## src/rtl/key_expansion_if.sv

```systemverilog
// ---------------------------------------------------------------------------
// key_expansion_if
//
// Bundles the key-load request and the round-key stream of key_expansion.
//
//   key_in0..key_in15          8  cipher key bytes, byte i = column i/4, row i%4
//   key_valid                  1  start request (sampled in IDLE)
//   round_key_ready            1  downstream stage accepts the presented key
//   round_key_out0..out15      8  presented round key, same byte order as key_in*
//   round_key_valid            1  round_key_out* / round_num are valid
//   round_num                  4  index 0..10 of the presented round key
//   busy                       1  expansion in progress
//   done                       1  one-cycle pulse after round key 10 is taken
//
// Modports:
//   master : the client that loads keys and consumes round keys
//   slave  : the key expansion engine
// ---------------------------------------------------------------------------
interface key_expansion_if;
    logic [7:0] key_in0,  key_in1,  key_in2,  key_in3;
    logic [7:0] key_in4,  key_in5,  key_in6,  key_in7;
    logic [7:0] key_in8,  key_in9,  key_in10, key_in11;
    logic [7:0] key_in12, key_in13, key_in14, key_in15;
    logic       key_valid;
    logic       round_key_ready;

    logic [7:0] round_key_out0,  round_key_out1,  round_key_out2,  round_key_out3;
    logic [7:0] round_key_out4,  round_key_out5,  round_key_out6,  round_key_out7;
    logic [7:0] round_key_out8,  round_key_out9,  round_key_out10, round_key_out11;
    logic [7:0] round_key_out12, round_key_out13, round_key_out14, round_key_out15;
    logic       round_key_valid;
    logic [3:0] round_num;
    logic       busy;
    logic       done;

    modport master (
        output key_in0, key_in1, key_in2, key_in3, key_in4, key_in5, key_in6, key_in7,
               key_in8, key_in9, key_in10, key_in11, key_in12, key_in13, key_in14, key_in15,
               key_valid, round_key_ready,
        input  round_key_out0, round_key_out1, round_key_out2, round_key_out3,
               round_key_out4, round_key_out5, round_key_out6, round_key_out7,
               round_key_out8, round_key_out9, round_key_out10, round_key_out11,
               round_key_out12, round_key_out13, round_key_out14, round_key_out15,
               round_key_valid, round_num, busy, done
    );

    modport slave (
        input  key_in0, key_in1, key_in2, key_in3, key_in4, key_in5, key_in6, key_in7,
               key_in8, key_in9, key_in10, key_in11, key_in12, key_in13, key_in14, key_in15,
               key_valid, round_key_ready,
        output round_key_out0, round_key_out1, round_key_out2, round_key_out3,
               round_key_out4, round_key_out5, round_key_out6, round_key_out7,
               round_key_out8, round_key_out9, round_key_out10, round_key_out11,
               round_key_out12, round_key_out13, round_key_out14, round_key_out15,
               round_key_valid, round_num, busy, done
    );
endinterface

```

## src/rtl/key_expansion.sv

```systemverilog
// ---------------------------------------------------------------------------
// key_expansion
//
// AES-128 key schedule. A key loaded in IDLE is presented as round key 0;
// each accepted round key is replaced by the next one until round key 10
// has been accepted, after which done pulses and the engine returns to IDLE.
//
// Ports:
//   sys_clk  - clock, all state changes on the rising edge
//   sys_rst  - synchronous active-high reset
//   bus      - key_expansion_if.slave (key load request + round-key stream)
//
// Configuration:
//   KEY_EXPANSION_SBOX_REG_EN - when defined, the SubWord result is
//   registered and a one-cycle SUBST state is inserted between round keys
//   (valid drops for that cycle). When undefined, the next key is loaded on
//   the handshake edge itself and the stream has no bubbles.
// ---------------------------------------------------------------------------
module key_expansion (
    input  logic           sys_clk,
    input  logic           sys_rst,
    key_expansion_if.slave bus
);

    localparam logic [3:0] LAST_ROUND = 4'd10;

    // AES forward S-box
    localparam logic [7:0] SBOX [0:255] = '{
        8'h63, 8'h7c, 8'h77, 8'h7b, 8'hf2, 8'h6b, 8'h6f, 8'hc5, 8'h30, 8'h01, 8'h67, 8'h2b, 8'hfe, 8'hd7, 8'hab, 8'h76,
        8'hca, 8'h82, 8'hc9, 8'h7d, 8'hfa, 8'h59, 8'h47, 8'hf0, 8'had, 8'hd4, 8'ha2, 8'haf, 8'h9c, 8'ha4, 8'h72, 8'hc0,
        8'hb7, 8'hfd, 8'h93, 8'h26, 8'h36, 8'h3f, 8'hf7, 8'hcc, 8'h34, 8'ha5, 8'he5, 8'hf1, 8'h71, 8'hd8, 8'h31, 8'h15,
        8'h04, 8'hc7, 8'h23, 8'hc3, 8'h18, 8'h96, 8'h05, 8'h9a, 8'h07, 8'h12, 8'h80, 8'he2, 8'heb, 8'h27, 8'hb2, 8'h75,
        8'h09, 8'h83, 8'h2c, 8'h1a, 8'h1b, 8'h6e, 8'h5a, 8'ha0, 8'h52, 8'h3b, 8'hd6, 8'hb3, 8'h29, 8'he3, 8'h2f, 8'h84,
        8'h53, 8'hd1, 8'h00, 8'hed, 8'h20, 8'hfc, 8'hb1, 8'h5b, 8'h6a, 8'hcb, 8'hbe, 8'h39, 8'h4a, 8'h4c, 8'h58, 8'hcf,
        8'hd0, 8'hef, 8'haa, 8'hfb, 8'h43, 8'h4d, 8'h33, 8'h85, 8'h45, 8'hf9, 8'h02, 8'h7f, 8'h50, 8'h3c, 8'h9f, 8'ha8,
        8'h51, 8'ha3, 8'h40, 8'h8f, 8'h92, 8'h9d, 8'h38, 8'hf5, 8'hbc, 8'hb6, 8'hda, 8'h21, 8'h10, 8'hff, 8'hf3, 8'hd2,
        8'hcd, 8'h0c, 8'h13, 8'hec, 8'h5f, 8'h97, 8'h44, 8'h17, 8'hc4, 8'ha7, 8'h7e, 8'h3d, 8'h64, 8'h5d, 8'h19, 8'h73,
        8'h60, 8'h81, 8'h4f, 8'hdc, 8'h22, 8'h2a, 8'h90, 8'h88, 8'h46, 8'hee, 8'hb8, 8'h14, 8'hde, 8'h5e, 8'h0b, 8'hdb,
        8'he0, 8'h32, 8'h3a, 8'h0a, 8'h49, 8'h06, 8'h24, 8'h5c, 8'hc2, 8'hd3, 8'hac, 8'h62, 8'h91, 8'h95, 8'he4, 8'h79,
        8'he7, 8'hc8, 8'h37, 8'h6d, 8'h8d, 8'hd5, 8'h4e, 8'ha9, 8'h6c, 8'h56, 8'hf4, 8'hea, 8'h65, 8'h7a, 8'hae, 8'h08,
        8'hba, 8'h78, 8'h25, 8'h2e, 8'h1c, 8'ha6, 8'hb4, 8'hc6, 8'he8, 8'hdd, 8'h74, 8'h1f, 8'h4b, 8'hbd, 8'h8b, 8'h8a,
        8'h70, 8'h3e, 8'hb5, 8'h66, 8'h48, 8'h03, 8'hf6, 8'h0e, 8'h61, 8'h35, 8'h57, 8'hb9, 8'h86, 8'hc1, 8'h1d, 8'h9e,
        8'he1, 8'hf8, 8'h98, 8'h11, 8'h69, 8'hd9, 8'h8e, 8'h94, 8'h9b, 8'h1e, 8'h87, 8'he9, 8'hce, 8'h55, 8'h28, 8'hdf,
        8'h8c, 8'ha1, 8'h89, 8'h0d, 8'hbf, 8'he6, 8'h42, 8'h68, 8'h41, 8'h99, 8'h2d, 8'h0f, 8'hb0, 8'h54, 8'hbb, 8'h16
    };

`ifdef KEY_EXPANSION_SBOX_REG_EN
    typedef enum logic [1:0] {
        IDLE    = 2'd0,
        PRESENT = 2'd1,
        SUBST   = 2'd2
    } state_t;
`else
    typedef enum logic [1:0] {
        IDLE    = 2'd0,
        PRESENT = 2'd1
    } state_t;
`endif

    state_t     state_reg;
    logic [7:0] round_key_reg [16];
    logic [3:0] round_num_reg;
    logic       valid_reg;
    logic       busy_reg;
    logic       done_reg;

    logic [7:0] key_in_bytes [16];
    logic [7:0] sub_word     [4];
    logic [7:0] sub_src      [4];
    logic [7:0] temp_word    [4];
    logic [7:0] next_key     [16];
    logic [7:0] rcon;
    logic       handshake;

`ifdef KEY_EXPANSION_SBOX_REG_EN
    logic [7:0] sub_reg [4];
`endif

    // ------------------------------------------------------------------
    // Flatten the interface key bytes into an indexable array
    // ------------------------------------------------------------------
    assign key_in_bytes[0]  = bus.key_in0;
    assign key_in_bytes[1]  = bus.key_in1;
    assign key_in_bytes[2]  = bus.key_in2;
    assign key_in_bytes[3]  = bus.key_in3;
    assign key_in_bytes[4]  = bus.key_in4;
    assign key_in_bytes[5]  = bus.key_in5;
    assign key_in_bytes[6]  = bus.key_in6;
    assign key_in_bytes[7]  = bus.key_in7;
    assign key_in_bytes[8]  = bus.key_in8;
    assign key_in_bytes[9]  = bus.key_in9;
    assign key_in_bytes[10] = bus.key_in10;
    assign key_in_bytes[11] = bus.key_in11;
    assign key_in_bytes[12] = bus.key_in12;
    assign key_in_bytes[13] = bus.key_in13;
    assign key_in_bytes[14] = bus.key_in14;
    assign key_in_bytes[15] = bus.key_in15;

    assign handshake = valid_reg && bus.round_key_ready;

    // ------------------------------------------------------------------
    // SubWord(RotWord(w3)): lane gi looks up byte 12 + ((gi+1) mod 4),
    // i.e. bytes 13,14,15,12 in that order.
    // ------------------------------------------------------------------
    generate
        for (genvar gi = 0; gi < 4; gi++) begin : g_sub
            assign sub_word[gi] = SBOX[round_key_reg[12 + ((gi + 1) % 4)]];
        end
    endgenerate

`ifdef KEY_EXPANSION_SBOX_REG_EN
    generate
        for (genvar gi = 0; gi < 4; gi++) begin : g_sub_src
            assign sub_src[gi] = sub_reg[gi];
        end
    endgenerate
`else
    generate
        for (genvar gi = 0; gi < 4; gi++) begin : g_sub_src
            assign sub_src[gi] = sub_word[gi];
        end
    endgenerate
`endif

    // Round constant for the key being produced (round_num_reg + 1).
    // round_num_reg does not advance until the next key loads, so this is
    // also correct when the SubWord result comes from sub_reg.
    always_comb begin
        rcon = 8'h00;
        case (round_num_reg)
            4'd0:    rcon = 8'h01;
            4'd1:    rcon = 8'h02;
            4'd2:    rcon = 8'h04;
            4'd3:    rcon = 8'h08;
            4'd4:    rcon = 8'h10;
            4'd5:    rcon = 8'h20;
            4'd6:    rcon = 8'h40;
            4'd7:    rcon = 8'h80;
            4'd8:    rcon = 8'h1b;
            4'd9:    rcon = 8'h36;
            default: rcon = 8'h00;
        endcase
    end

    // Rcon only touches the row-0 byte
    generate
        for (genvar gi = 0; gi < 4; gi++) begin : g_temp
            if (gi == 0) begin : g_row0
                assign temp_word[gi] = sub_src[gi] ^ rcon;
            end else begin : g_rown
                assign temp_word[gi] = sub_src[gi];
            end
        end
    endgenerate

    // The chained xor w_c' = w_c ^ w_(c-1)' is unrolled into a prefix xor:
    // byte (col c, row r) of the next key = temp[r] ^ key[0,r] ^ ... ^ key[c,r].
    // This keeps every next_key byte a direct function of registers.
    generate
        for (genvar gi = 0; gi < 16; gi++) begin : g_next
            localparam int COL = gi / 4;
            localparam int ROW = gi % 4;
            assign next_key[gi] = temp_word[ROW]
                                ^ round_key_reg[ROW]
                                ^ ((COL >= 1) ? round_key_reg[4 + ROW]  : 8'h00)
                                ^ ((COL >= 2) ? round_key_reg[8 + ROW]  : 8'h00)
                                ^ ((COL >= 3) ? round_key_reg[12 + ROW] : 8'h00);
        end
    endgenerate

    // ------------------------------------------------------------------
    // Control FSM with registered outputs
    // ------------------------------------------------------------------
    always_ff @(posedge sys_clk) begin
        if (sys_rst) begin
            state_reg     <= IDLE;
            round_num_reg <= 4'd0;
            valid_reg     <= 1'b0;
            busy_reg      <= 1'b0;
            done_reg      <= 1'b0;
            for (int i = 0; i < 16; i++) begin
                round_key_reg[i] <= 8'h00;
            end
`ifdef KEY_EXPANSION_SBOX_REG_EN
            for (int i = 0; i < 4; i++) begin
                sub_reg[i] <= 8'h00;
            end
`endif
        end else begin
            done_reg <= 1'b0;
            case (state_reg)
                IDLE: begin
                    // done_reg high means this is the cycle right after the
                    // last handshake; a request seen here is dropped.
                    if (bus.key_valid && !done_reg) begin
                        for (int i = 0; i < 16; i++) begin
                            round_key_reg[i] <= key_in_bytes[i];
                        end
                        round_num_reg <= 4'd0;
                        valid_reg     <= 1'b1;
                        busy_reg      <= 1'b1;
                        state_reg     <= PRESENT;
                    end
                end
                PRESENT: begin
                    if (handshake) begin
                        if (round_num_reg == LAST_ROUND) begin
                            valid_reg <= 1'b0;
                            busy_reg  <= 1'b0;
                            done_reg  <= 1'b1;
                            state_reg <= IDLE;
                        end else begin
`ifdef KEY_EXPANSION_SBOX_REG_EN
                            for (int i = 0; i < 4; i++) begin
                                sub_reg[i] <= sub_word[i];
                            end
                            valid_reg <= 1'b0;
                            state_reg <= SUBST;
`else
                            for (int i = 0; i < 16; i++) begin
                                round_key_reg[i] <= next_key[i];
                            end
                            round_num_reg <= round_num_reg + 4'd1;
`endif
                        end
                    end
                end
`ifdef KEY_EXPANSION_SBOX_REG_EN
                SUBST: begin
                    for (int i = 0; i < 16; i++) begin
                        round_key_reg[i] <= next_key[i];
                    end
                    round_num_reg <= round_num_reg + 4'd1;
                    valid_reg     <= 1'b1;
                    state_reg     <= PRESENT;
                end
`endif
                default: begin
                    state_reg <= IDLE;
                end
            endcase
        end
    end

    // ------------------------------------------------------------------
    // Outputs
    // ------------------------------------------------------------------
    assign bus.round_key_out0  = round_key_reg[0];
    assign bus.round_key_out1  = round_key_reg[1];
    assign bus.round_key_out2  = round_key_reg[2];
    assign bus.round_key_out3  = round_key_reg[3];
    assign bus.round_key_out4  = round_key_reg[4];
    assign bus.round_key_out5  = round_key_reg[5];
    assign bus.round_key_out6  = round_key_reg[6];
    assign bus.round_key_out7  = round_key_reg[7];
    assign bus.round_key_out8  = round_key_reg[8];
    assign bus.round_key_out9  = round_key_reg[9];
    assign bus.round_key_out10 = round_key_reg[10];
    assign bus.round_key_out11 = round_key_reg[11];
    assign bus.round_key_out12 = round_key_reg[12];
    assign bus.round_key_out13 = round_key_reg[13];
    assign bus.round_key_out14 = round_key_reg[14];
    assign bus.round_key_out15 = round_key_reg[15];
    assign bus.round_key_valid = valid_reg;
    assign bus.round_num       = round_num_reg;
    assign bus.busy            = busy_reg;
    assign bus.done            = done_reg;

endmodule

```

## src/flat_wrapper.sv

```systemverilog
// flat-port wrapper written by rule: the top's interface ports become plain ports
module key_expansion_flat 
  (sys_clk, sys_rst, bus_key_in0, bus_key_in1, bus_key_in2, bus_key_in3, bus_key_in4, bus_key_in5, bus_key_in6, bus_key_in7, bus_key_in8, bus_key_in9, bus_key_in10, bus_key_in11, bus_key_in12, bus_key_in13, bus_key_in14, bus_key_in15, bus_key_valid, bus_round_key_ready, bus_round_key_out0, bus_round_key_out1, bus_round_key_out2, bus_round_key_out3, bus_round_key_out4, bus_round_key_out5, bus_round_key_out6, bus_round_key_out7, bus_round_key_out8, bus_round_key_out9, bus_round_key_out10, bus_round_key_out11, bus_round_key_out12, bus_round_key_out13, bus_round_key_out14, bus_round_key_out15, bus_round_key_valid, bus_round_num, bus_busy, bus_done);
  key_expansion_if bus_i ();
  input  logic sys_clk;
  input  logic sys_rst;
  input wire logic [$bits(bus_i.key_in0)-1:0] bus_key_in0;
  input wire logic [$bits(bus_i.key_in1)-1:0] bus_key_in1;
  input wire logic [$bits(bus_i.key_in2)-1:0] bus_key_in2;
  input wire logic [$bits(bus_i.key_in3)-1:0] bus_key_in3;
  input wire logic [$bits(bus_i.key_in4)-1:0] bus_key_in4;
  input wire logic [$bits(bus_i.key_in5)-1:0] bus_key_in5;
  input wire logic [$bits(bus_i.key_in6)-1:0] bus_key_in6;
  input wire logic [$bits(bus_i.key_in7)-1:0] bus_key_in7;
  input wire logic [$bits(bus_i.key_in8)-1:0] bus_key_in8;
  input wire logic [$bits(bus_i.key_in9)-1:0] bus_key_in9;
  input wire logic [$bits(bus_i.key_in10)-1:0] bus_key_in10;
  input wire logic [$bits(bus_i.key_in11)-1:0] bus_key_in11;
  input wire logic [$bits(bus_i.key_in12)-1:0] bus_key_in12;
  input wire logic [$bits(bus_i.key_in13)-1:0] bus_key_in13;
  input wire logic [$bits(bus_i.key_in14)-1:0] bus_key_in14;
  input wire logic [$bits(bus_i.key_in15)-1:0] bus_key_in15;
  input wire logic [$bits(bus_i.key_valid)-1:0] bus_key_valid;
  input wire logic [$bits(bus_i.round_key_ready)-1:0] bus_round_key_ready;
  output wire logic [$bits(bus_i.round_key_out0)-1:0] bus_round_key_out0;
  output wire logic [$bits(bus_i.round_key_out1)-1:0] bus_round_key_out1;
  output wire logic [$bits(bus_i.round_key_out2)-1:0] bus_round_key_out2;
  output wire logic [$bits(bus_i.round_key_out3)-1:0] bus_round_key_out3;
  output wire logic [$bits(bus_i.round_key_out4)-1:0] bus_round_key_out4;
  output wire logic [$bits(bus_i.round_key_out5)-1:0] bus_round_key_out5;
  output wire logic [$bits(bus_i.round_key_out6)-1:0] bus_round_key_out6;
  output wire logic [$bits(bus_i.round_key_out7)-1:0] bus_round_key_out7;
  output wire logic [$bits(bus_i.round_key_out8)-1:0] bus_round_key_out8;
  output wire logic [$bits(bus_i.round_key_out9)-1:0] bus_round_key_out9;
  output wire logic [$bits(bus_i.round_key_out10)-1:0] bus_round_key_out10;
  output wire logic [$bits(bus_i.round_key_out11)-1:0] bus_round_key_out11;
  output wire logic [$bits(bus_i.round_key_out12)-1:0] bus_round_key_out12;
  output wire logic [$bits(bus_i.round_key_out13)-1:0] bus_round_key_out13;
  output wire logic [$bits(bus_i.round_key_out14)-1:0] bus_round_key_out14;
  output wire logic [$bits(bus_i.round_key_out15)-1:0] bus_round_key_out15;
  output wire logic [$bits(bus_i.round_key_valid)-1:0] bus_round_key_valid;
  output wire logic [$bits(bus_i.round_num)-1:0] bus_round_num;
  output wire logic [$bits(bus_i.busy)-1:0] bus_busy;
  output wire logic [$bits(bus_i.done)-1:0] bus_done;
  assign bus_i.key_in0 = bus_key_in0;
  assign bus_i.key_in1 = bus_key_in1;
  assign bus_i.key_in2 = bus_key_in2;
  assign bus_i.key_in3 = bus_key_in3;
  assign bus_i.key_in4 = bus_key_in4;
  assign bus_i.key_in5 = bus_key_in5;
  assign bus_i.key_in6 = bus_key_in6;
  assign bus_i.key_in7 = bus_key_in7;
  assign bus_i.key_in8 = bus_key_in8;
  assign bus_i.key_in9 = bus_key_in9;
  assign bus_i.key_in10 = bus_key_in10;
  assign bus_i.key_in11 = bus_key_in11;
  assign bus_i.key_in12 = bus_key_in12;
  assign bus_i.key_in13 = bus_key_in13;
  assign bus_i.key_in14 = bus_key_in14;
  assign bus_i.key_in15 = bus_key_in15;
  assign bus_i.key_valid = bus_key_valid;
  assign bus_i.round_key_ready = bus_round_key_ready;
  assign bus_round_key_out0 = bus_i.round_key_out0;
  assign bus_round_key_out1 = bus_i.round_key_out1;
  assign bus_round_key_out2 = bus_i.round_key_out2;
  assign bus_round_key_out3 = bus_i.round_key_out3;
  assign bus_round_key_out4 = bus_i.round_key_out4;
  assign bus_round_key_out5 = bus_i.round_key_out5;
  assign bus_round_key_out6 = bus_i.round_key_out6;
  assign bus_round_key_out7 = bus_i.round_key_out7;
  assign bus_round_key_out8 = bus_i.round_key_out8;
  assign bus_round_key_out9 = bus_i.round_key_out9;
  assign bus_round_key_out10 = bus_i.round_key_out10;
  assign bus_round_key_out11 = bus_i.round_key_out11;
  assign bus_round_key_out12 = bus_i.round_key_out12;
  assign bus_round_key_out13 = bus_i.round_key_out13;
  assign bus_round_key_out14 = bus_i.round_key_out14;
  assign bus_round_key_out15 = bus_i.round_key_out15;
  assign bus_round_key_valid = bus_i.round_key_valid;
  assign bus_round_num = bus_i.round_num;
  assign bus_busy = bus_i.busy;
  assign bus_done = bus_i.done;
  key_expansion u_core (.sys_clk(sys_clk), .sys_rst(sys_rst), .bus(bus_i));
endmodule
```

## config.mk

```make
export PLATFORM = sky130hd
export DESIGN_NAME = key_expansion_flat
export DESIGN_NICKNAME = d
export VERILOG_FILES = /design/src/rtl/key_expansion_if.sv /design/src/rtl/key_expansion.sv /design/src/flat_wrapper.sv
export SDC_FILE = /design/constraint.sdc
export NUM_CORES = 1
export LEC_CHECK = 0
export CAP_MARGIN = 20
export CELL_PAD_IN_SITES_DETAIL_PLACEMENT = 1
export CELL_PAD_IN_SITES_GLOBAL_PLACEMENT = 1
export CORE_MARGIN = 5
export CORE_UTILIZATION = 31
export DETAILED_ROUTE_END_ITERATION = 8
export PLACE_DENSITY = 0.66
export SETUP_SLACK_MARGIN = 0.2
export SLEW_MARGIN = 20
export SYNTH_ARGS = -nofsm -noshare
export SYNTH_HDL_FRONTEND = slang
export SYNTH_SLANG_ARGS = --single-unit
```

## constraint.sdc

```tcl
create_clock -name sys_clk -period 4.7 [get_ports sys_clk]
set_input_delay 0.705 -clock sys_clk [delete_from_list [all_inputs] [get_ports sys_clk]]
set_output_delay 0.705 -clock sys_clk [all_outputs]
set_load 0.02 [all_outputs]
```

==> implementation parameters, run 1 <==
Parameter                              Value

CTS
  Buffers from clock root to sink, at most ... 2
  Clock buffers created by TritonCTS ... 17
  Root buffer cell ... sky130_fd_sc_hd__clkbuf_16
  CTS tree ... built
  Clock slew seen by the registers of the worst setup and hold paths ... ~70 ps
  Number of sinks on the clock net ... about 140
  Worst skew pair latency ... 500 ps
  H-tree depth ... 4
  Hold-fix buffers at CTS ... 0

Layout
  Fraction of final layout cells with drive strength greater than 1 ... 12.0%
  Layout overhead on the synthesized area ... 19.2%
  Flip-flop count of the largest register, all copies and words added ... around 130
  Post-route cell area ... approximately 0.026 mm^2
  Final net count ... ~3000

STA
  Least-Margin Pin Slew ... approximately 1000 ps
  Post-layout min period ... roughly 4400 ps
  Setup_tns ... 0 ps
  Slew Viols, Final ... 0
  Max Clock Freq ... ~230 MHz
  Share of the cycle needed by the critical path after routing ... 93.4%
  Final Hold Vio Count ... 0
  Relative slew slack ... 32.5%
  WHS ... around 610 ps
  Final setup fails ... 0
  Final worst clock skew ... ~15 ps
  Setup repair after global routing missed its margin ... no

Synth
  Proportion of netlist area held by the largest area contributor ... 17.6%
  Area leader, netlist ... sky130_fd_sc_hd__edfxtp_1
  Share of the yosys chip area belonging to registers ... roughly a fifth
  Number of flip-flops and latches in the synthesized netlist ... about 140
  Net count of the mapped netlist ... 2939
  Count of distinct cell types in the synthesized netlist ... a little under 100
  Count of synthesis-stage warnings from yosys ... 0
  Most used flip-flop cell after synthesis ... sky130_fd_sc_hd__edfxtp_1
  Ranking of synthesized cells by area ... sky130_fd_sc_hd__edfxtp_1, sky130_fd_sc_hd__mux4_2, sky130_fd_sc_hd__o21ai_0, sky130_fd_sc_hd__nand2_1, sky130_fd_sc_hd__a21oi_1
  Syn Inst Count ... between 2000 and 3000
  Number of enable flip-flop cells after synthesis ... around 130
  Cell Area, Synth ... about 0.022 mm^2
  Async set-reset flop share out of synthesis ... 0%
  Syn Area/Cell ... about 8.0 um^2

Drt
  WL/cell ... ~31 um
  Number of vias per cell after detailed routing ... ~6.5
  Total Routed Length ... between 100000 and 150000 um
  DRC marker count from the first detailed-route iteration ... about 3000
  Detail Route Antenna Nets ... 0
  DRC errors left ... 0
  Total iterations of the first detailed-routing run ... 5
  Vias post-DR ... approximately 25000

Die
  Die outline height ... about 280 um
  Area of the die ... ~0.076 mm^2
  Die width ... 276 um
  Number of placed I/O pins ... roughly 270
  Floorplan Core Area ... about 0.07 mm^2
  Starting Density ... between 30% and 40%
  Standard-cell rows ... a little under 100

Global route
  Total gr overflow ... 0
  Antenna violations before repair ... 5
  First-pass GRT wire length ... 173000 um
  Global-route usage over all layers ... between 30% and 40%
  Largest net degree at the start of global routing ... between 100 and 150
  Via count of the first global-routing pass ... 24676

Pwr
  Power Dens Cells ... about 400 mW/mm^2
  Static Leak ... roughly 0.0093 uW
  Power, Total ... approximately 10000 uW
  Maximum VDD drop ... roughly 0.23 mV

Critical path
  Arrival time of the worst setup path ... 4610 ps
  Critical path class ... reg -> reg
  Element type at the critical path start ... flip-flop
  Worst path required time ... 4920 ps
  Capturing element type of the critical path ... flip-flop
  Crit path max fanout ... 25

Status
  Run status ... finished, final reports clean

Placement
  Routability Congestion ... ~1
  Instance area at placement ... roughly 0.025 mm^2
  Port buffer count ... approximately 270
  Sum of net half-perimeters after detailed placement ... about 85000 um

Run
  Max-cap check violation count ... 0

Worst hold path
  Path type of the worst min-delay path ... reg -> reg
power by group:
part	total (uW)	switching (uW)	internal (uW)
sequential	1780	214	1570
combinational	6790	4160	2630
clock	1660	668	992
total	10200	5040	5190
cell type report:
cell class / count / area (um^2)
antenna: 1 / 2.50
clock buffer: 20 / 437
clock inverter: 12 / 218
fill: 8308 / 44000
inverter: 52 / 199
multi-input combinational: 2238 / 16100
sequential: 142 / 4120
tap: 940 / 1180
timing repair buffer: 394 / 3770
stage by stage:
stage / utilization [%] / worst slack (ps) / instances
2_1_floorplan: - / 698 / 2745
3_3_place_gp: 36.3 / 307 / 3766
3_5_place_dp: 36.3 / 361 / 3766
4_1_cts: 37.2 / 317 / 3798
5_1_grt: 37.2 / 210 / 3798
6_report: 37.2 / 312 / 3799
cells in the final DEF (no fill, tap or decap), types with 48 or more instances in the layout:
cell type | Yosys | final
sky130_fd_sc_hd__edfxtp_1 | 128 | 128
sky130_fd_sc_hd__buf_4 | 18 | 116
sky130_fd_sc_hd__nor3_1 | 72 | 72
sky130_fd_sc_hd__nand3_1 | 90 | 90
sky130_fd_sc_hd__nor2_1 | 190 | 187
sky130_fd_sc_hd__a21oi_1 | 162 | 162
sky130_fd_sc_hd__ha_1 | 62 | 61
sky130_fd_sc_hd__mux4_2 | 76 | 76
sky130_fd_sc_hd__clkdlybuf4s50_1 | 0 | 265
sky130_fd_sc_hd__xnor2_1 | 80 | 80
sky130_fd_sc_hd__nor2b_1 | 70 | 70
sky130_fd_sc_hd__xor2_1 | 48 | 48
sky130_fd_sc_hd__a211oi_1 | 52 | 52
sky130_fd_sc_hd__nand2_1 | 246 | 244
sky130_fd_sc_hd__nand2b_1 | 83 | 82
sky130_fd_sc_hd__mux2i_1 | 51 | 51
sky130_fd_sc_hd__o21ai_0 | 222 | 222
final timing paths:
check | endpoint | cells after the start | slack, ps | from
setup / recovery | u_core.round_key_reg[12][2] | 11 | 310 | u_core.round_key_reg[13][0]
hold / removal | u_core.bus.done | 2 | 610 | u_core.bus.round_num[3]
setup reg to reg | u_core.round_key_reg[12][2] | 11 | 310 | u_core.round_key_reg[13][0]
hold reg to reg | u_core.bus.done | 2 | 610 | u_core.bus.round_num[3]
critical path, cell delays in order, from the launching register on:
cell and delay (ps):
sky130_fd_sc_hd__edfxtp_1 340, sky130_fd_sc_hd__buf_4 320, sky130_fd_sc_hd__ha_1 540, sky130_fd_sc_hd__nor2b_1 640, sky130_fd_sc_hd__nor2_1 160, sky130_fd_sc_hd__mux4_2 530
sky130_fd_sc_hd__a32oi_1 190, sky130_fd_sc_hd__a32o_1 410, sky130_fd_sc_hd__nand2_1 160, sky130_fd_sc_hd__or4bb_1 490, sky130_fd_sc_hd__a41oi_1 210, sky130_fd_sc_hd__nor4_1 80
Yosys cell counts, types with 15 or more instances:
cell type,instances
sky130_fd_sc_hd__inv_1,37
sky130_fd_sc_hd__o22ai_1,18
sky130_fd_sc_hd__buf_1,25
sky130_fd_sc_hd__mux2i_1,51
sky130_fd_sc_hd__o21ai_0,222
sky130_fd_sc_hd__mux4_2,76
sky130_fd_sc_hd__mux2_2,22
sky130_fd_sc_hd__o21ai_1,17
sky130_fd_sc_hd__a21o_1,19
sky130_fd_sc_hd__a31oi_1,46
sky130_fd_sc_hd__buf_4,18
sky130_fd_sc_hd__edfxtp_1,128
sky130_fd_sc_hd__nor2_1,190
sky130_fd_sc_hd__a221oi_1,16
sky130_fd_sc_hd__a211oi_1,52
sky130_fd_sc_hd__and2_1,22
sky130_fd_sc_hd__nor2b_1,70
sky130_fd_sc_hd__xnor2_1,80
sky130_fd_sc_hd__or3_1,23
sky130_fd_sc_hd__a21oi_1,162
sky130_fd_sc_hd__o311ai_0,44
sky130_fd_sc_hd__a311oi_1,41
sky130_fd_sc_hd__nand3_1,90
sky130_fd_sc_hd__clkbuf_1,163
sky130_fd_sc_hd__nand2_1,246
sky130_fd_sc_hd__nor3_1,72
sky130_fd_sc_hd__xor2_1,48
sky130_fd_sc_hd__nand2b_1,83
sky130_fd_sc_hd__buf_2,96
sky130_fd_sc_hd__and3_1,15
sky130_fd_sc_hd__xnor3_1,21
sky130_fd_sc_hd__nor3b_1,22
sky130_fd_sc_hd__a22o_1,40
sky130_fd_sc_hd__ha_1,62
sky130_fd_sc_hd__or2_2,28
sky130_fd_sc_hd__o211ai_1,45
sky130_fd_sc_hd__o31ai_1,27
kinds of logic (layout without fill, tap and decap cells):
group           Yosys count  in the layout  share of synthesized area (%)
fa+ha+maj                62             62                           3.55
mux                     149            149                           11.3
buf+inv                 365            478                           7.54
xor+xnor                157            157                           7.95
simple gates            927            927                           21.1
flops                   142            142                           18.9
other cells               0              1                              0
compound gates          943            943                           29.7
per-layer routing:
metal | up-vias | share of wire [%] | GRT usage, %
met4 | 6 | 4.2 | 11.8
met5 | - | 0.035 | 0
met2 | 1362 | 44 | 46.8
met3 | 251 | 9.2 | 6.79
met1 | 12437 | 42 | 40.8
li1 | 10620 | - | -
repair_timing:
action | CTS | global route
buffers inserted | 0 | 0
endpoints found under the setup margin | 0 | 6
gates resized for setup | 0 | 3
(Power assumes the default switching activity.)
==> run 2: changes to the inputs <==
--- a/config.mk
+++ b/config.mk
@@ -11,6 +11,7 @@
 export CORE_MARGIN = 5
 export CORE_UTILIZATION = 31
 export DETAILED_ROUTE_END_ITERATION = 8
+export MAX_ROUTING_LAYER = met4
 export PLACE_DENSITY = 0.66
 export SETUP_SLACK_MARGIN = 0.2
 export SLEW_MARGIN = 20
==> run 2 against run 1 <==
Compared with the run above:
- sequential share of layout area is essentially flat
- core utilization grew 0.071 points
- setup slack lost 33 ps
- design area grew 0.19%
- total power shrank 0.41%
- clock power shrank 5%
- largest power group unchanged
==> implementation parameters, run 2 (synthesis gave the netlist of run 1 again) <==
Parameter                              Value

Drt
  Total Routed Length ... 120000 um (+1.4%)
  Number of vias per cell after detailed routing ... 6.57 (+1.2%)
  Total iterations of the first detailed-routing run ... 5 (unchanged)
  Detail Route Antenna Nets ... 0 (unchanged)
  DRC errors left ... 0 (unchanged)
  WL/cell ... 31.6 um (+0.93%)
  DRC marker count from the first detailed-route iteration ... 2983 (-0.47%)
  Vias post-DR ... 25103 (+1.7%)

Placement
  Number of instances in the placed design ... 3780 (+0.37%)
  Sum of net half-perimeters after detailed placement ... 87900 um (+2.9%)
  DP Worst Slack ... 298 ps (-62.7 ps)
  Routability Congestion ... 1.05 (+5.4%)
  Instance area at placement ... 0.0254 mm^2 (+0.16%)
  Port buffer count ... 266 (unchanged)

Critical path
  Capturing element type of the critical path ... flip-flop
  Crit path max fanout ... 37 (+48%)
  Arrival time of the worst setup path ... 4660 ps (+50 ps)
  RR Endpoint ... u_core.round_key_reg[15][5]
  Count of cells along the worst register-to-register path ... 11 (unchanged)
  Worst path required time ... 4940 ps (+20 ps)
  Element type at the critical path start ... flip-flop
  Reg2reg start ... u_core.round_key_reg[12][1]
  Critical path class ... reg -> reg
  Worst R2R Setup Slack ... 280 ps (-30 ps)

CTS
  Clock buffers created by TritonCTS ... 17 (unchanged)
  Root buffer cell ... sky130_fd_sc_hd__clkbuf_16
  CTS tree ... built
  H-tree depth ... 4 (unchanged)
  Clock slew seen by the registers of the worst setup and hold paths ... 70 ps (about the same)
  Number of sinks on the clock net ... 142 (unchanged)
  Worst skew pair latency ... 500 ps (about the same)
  Buffers from clock root to sink, at most ... 2 (unchanged)
  Hold-fix buffers at CTS ... 0 (unchanged)

Die
  Floorplan Core Area ... 0.0700 mm^2 (unchanged)
  Die outline height ... 276 um (unchanged)
  Number of placed I/O pins ... 267 (unchanged)
  Standard-cell rows ... 97 (unchanged)
  Area of the die ... 0.0759 mm^2 (unchanged)
  Starting Density ... 31.2% (unchanged)
  Die width ... 276 um (unchanged)

Layout
  Final net count ... 3053 (+0.46%)
  Final non-filler cell total ... 3818 (+0.50%)
  Fraction of final layout cells with drive strength greater than 1 ... 12.5% (+0.50 points)
  Flip-flop count of the largest register, all copies and words added ... 128 (unchanged)
  Register cell area after layout ... 0.00412 mm^2 (unchanged)
  Post-route cell area ... 0.0261 mm^2 (+0.19%)
  Multi-input logic area ... 0.0161 mm^2 (about the same)
  Most frequent standard cell in the layout excluding fill and tap cells ... sky130_fd_sc_hd__clkdlybuf4s50_1
  Filler cells ... 8307 (-0.012%)
  Most frequent cells in the layout ... sky130_fd_sc_hd__clkdlybuf4s50_1, sky130_fd_sc_hd__nand2_1, sky130_fd_sc_hd__o21ai_0
  Layout overhead on the synthesized area ... 19.4%

STA
  Setup repair after global routing missed its margin ... yes
  Final Worst Setup Slack ... 279 ps (-33.0 ps)
  Final Hold Vio Count ... 0 (unchanged)
  WHS ... 606 ps (-5.84 ps)
  Setup_tns ... 0 ps (unchanged)
  Slew Viols, Final ... 0 (unchanged)
  Relative slew slack ... 30.9% (-1.6 points)
  Post-layout min period ... 4420 ps (+33.0 ps)
  Least-Margin Pin Slew ... 1030 ps (+21.4 ps)
  Final setup fails ... 0 (unchanged)
  Max Clock Freq ... 226 MHz (-0.75%)
  Share of the cycle needed by the critical path after routing ... 94.1% (+0.70 points)
  Final worst clock skew ... 18.4 ps (+3.68 ps)

Worst hold path
  Min-delay src ... u_core.bus.round_num[3]
  Worst Hold Path Cells ... 2 (unchanged)
  Path type of the worst min-delay path ... reg -> reg
  Worst-case hold path end point ... u_core.bus.done

Global route
  Via count of the first global-routing pass ... 25027 (+1.4%)
  Total gr overflow ... 0 (unchanged)
  Global-route usage over all layers ... 31.5% (+1.3 points)
  Largest net degree at the start of global routing ... 130 (unchanged)
  First-pass GRT wire length ... 175000 um (+1.5%)
  Antenna violations before repair ... 6 (+1)

Status
  Run status ... finished, final reports clean

Pwr
  Power Dens Cells ... 390 mW/mm^2 (-0.60%)
  Static Leak ... 0.00938 uW (+0.56%)
  Maximum VDD drop ... 0.272 mV (+16%)

Run
  Max-cap check violation count ... 0 (unchanged)
-- run 2: cell count changes in the layout (fill, tap and decap cells not counted), moves of 2 or more --
| cell | previous run | this run |
|---|---|---|
| sky130_fd_sc_hd__buf_12 | 12 | 7 |
| sky130_fd_sc_hd__buf_4 | 116 | 135 |
| sky130_fd_sc_hd__bufinv_16 | 6 | 1 |
| sky130_fd_sc_hd__clkbuf_16 | 17 | 22 |
| sky130_fd_sc_hd__clkbuf_8 | 0 | 2 |
| sky130_fd_sc_hd__clkinvlp_4 | 3 | 1 |
| sky130_fd_sc_hd__diode_2 | 1 | 6 |
-- run 2: worst max path at each step --
stage / slack (ps) / cells past startpoint / to / from
2_1_floorplan: 700 / 13 / u_core.round_key_reg[13][3] / u_core.round_key_reg[14][0]
4_1_cts: 300 / 11 / u_core.round_key_reg[13][1] / u_core.round_key_reg[14][1]
5_1_grt: 160 / 11 / u_core.round_key_reg[13][1] / u_core.round_key_reg[14][1]
6_report: 280 / 11 / u_core.round_key_reg[15][5] / u_core.round_key_reg[12][1]
3_5_place_dp: 300 / 11 / u_core.round_key_reg[13][1] / u_core.round_key_reg[14][1]
3_3_place_gp: 350 / 11 / u_core.round_key_reg[15][5] / u_core.round_key_reg[12][1]
-- run 2: repair_timing --
action | in CTS | in global routing
resized for setup | 0 | 3
buffers inserted | 0 | 0
setup endpoints to repair | 0 | 2
-- run 2: stage by stage --
step | util [%] | total power [uW]
3_3_place_gp | 36.3 | 8430
3_5_place_dp | 36.3 | 8440
5_1_grt | 37.3 | 10600
4_1_cts | 37.3 | 10100
2_1_floorplan | - | 6000
6_report | 37.3 | 10200
-- run 2: cell type report --
class | instances | area share [%]
multi-input cells | 2238 | 61.8
clock inverters | 5 | 0.230
diodes | 6 | 0.0575
well taps | 940 | 4.50
clock buffers | 27 | 2.26
flip-flops and latches | 142 | 15.8
inverters | 52 | 0.747
repair buffers | 408 | 14.6
-- run 2: critical path, stage by stage, from the launching register on --
cell and delay (ps):
sky130_fd_sc_hd__edfxtp_1 350, sky130_fd_sc_hd__buf_4 440, sky130_fd_sc_hd__ha_1 560, sky130_fd_sc_hd__nand2b_1 430, sky130_fd_sc_hd__nand3_1 200, sky130_fd_sc_hd__o21ai_0 230, sky130_fd_sc_hd__mux4_2 550, sky130_fd_sc_hd__mux4_2 560
sky130_fd_sc_hd__xnor3_1 250, sky130_fd_sc_hd__xnor2_1 270, sky130_fd_sc_hd__xnor2_1 100, sky130_fd_sc_hd__a22o_1 210
-- run 2: layer usage --
metal  vias to the layer above  GRT usage, %  wire length (um)
met2                      1575          47.3             53300
met5                         -             -                 0
met3                       270          6.08             11000
met4                         0          13.0              5560
met1                     12613          41.6             50700
li1                      10645             -                 -
-- run 2: report_power, final --
part | internal (uW) | switching [uW] | leakage [uW] | total, uW
Combinational | 2640 | 4160 | 0.00757 | 6800
Clock | 917 | 666 | 0.000315 | 1580
Sequential | 1570 | 238 | 0.00150 | 1810
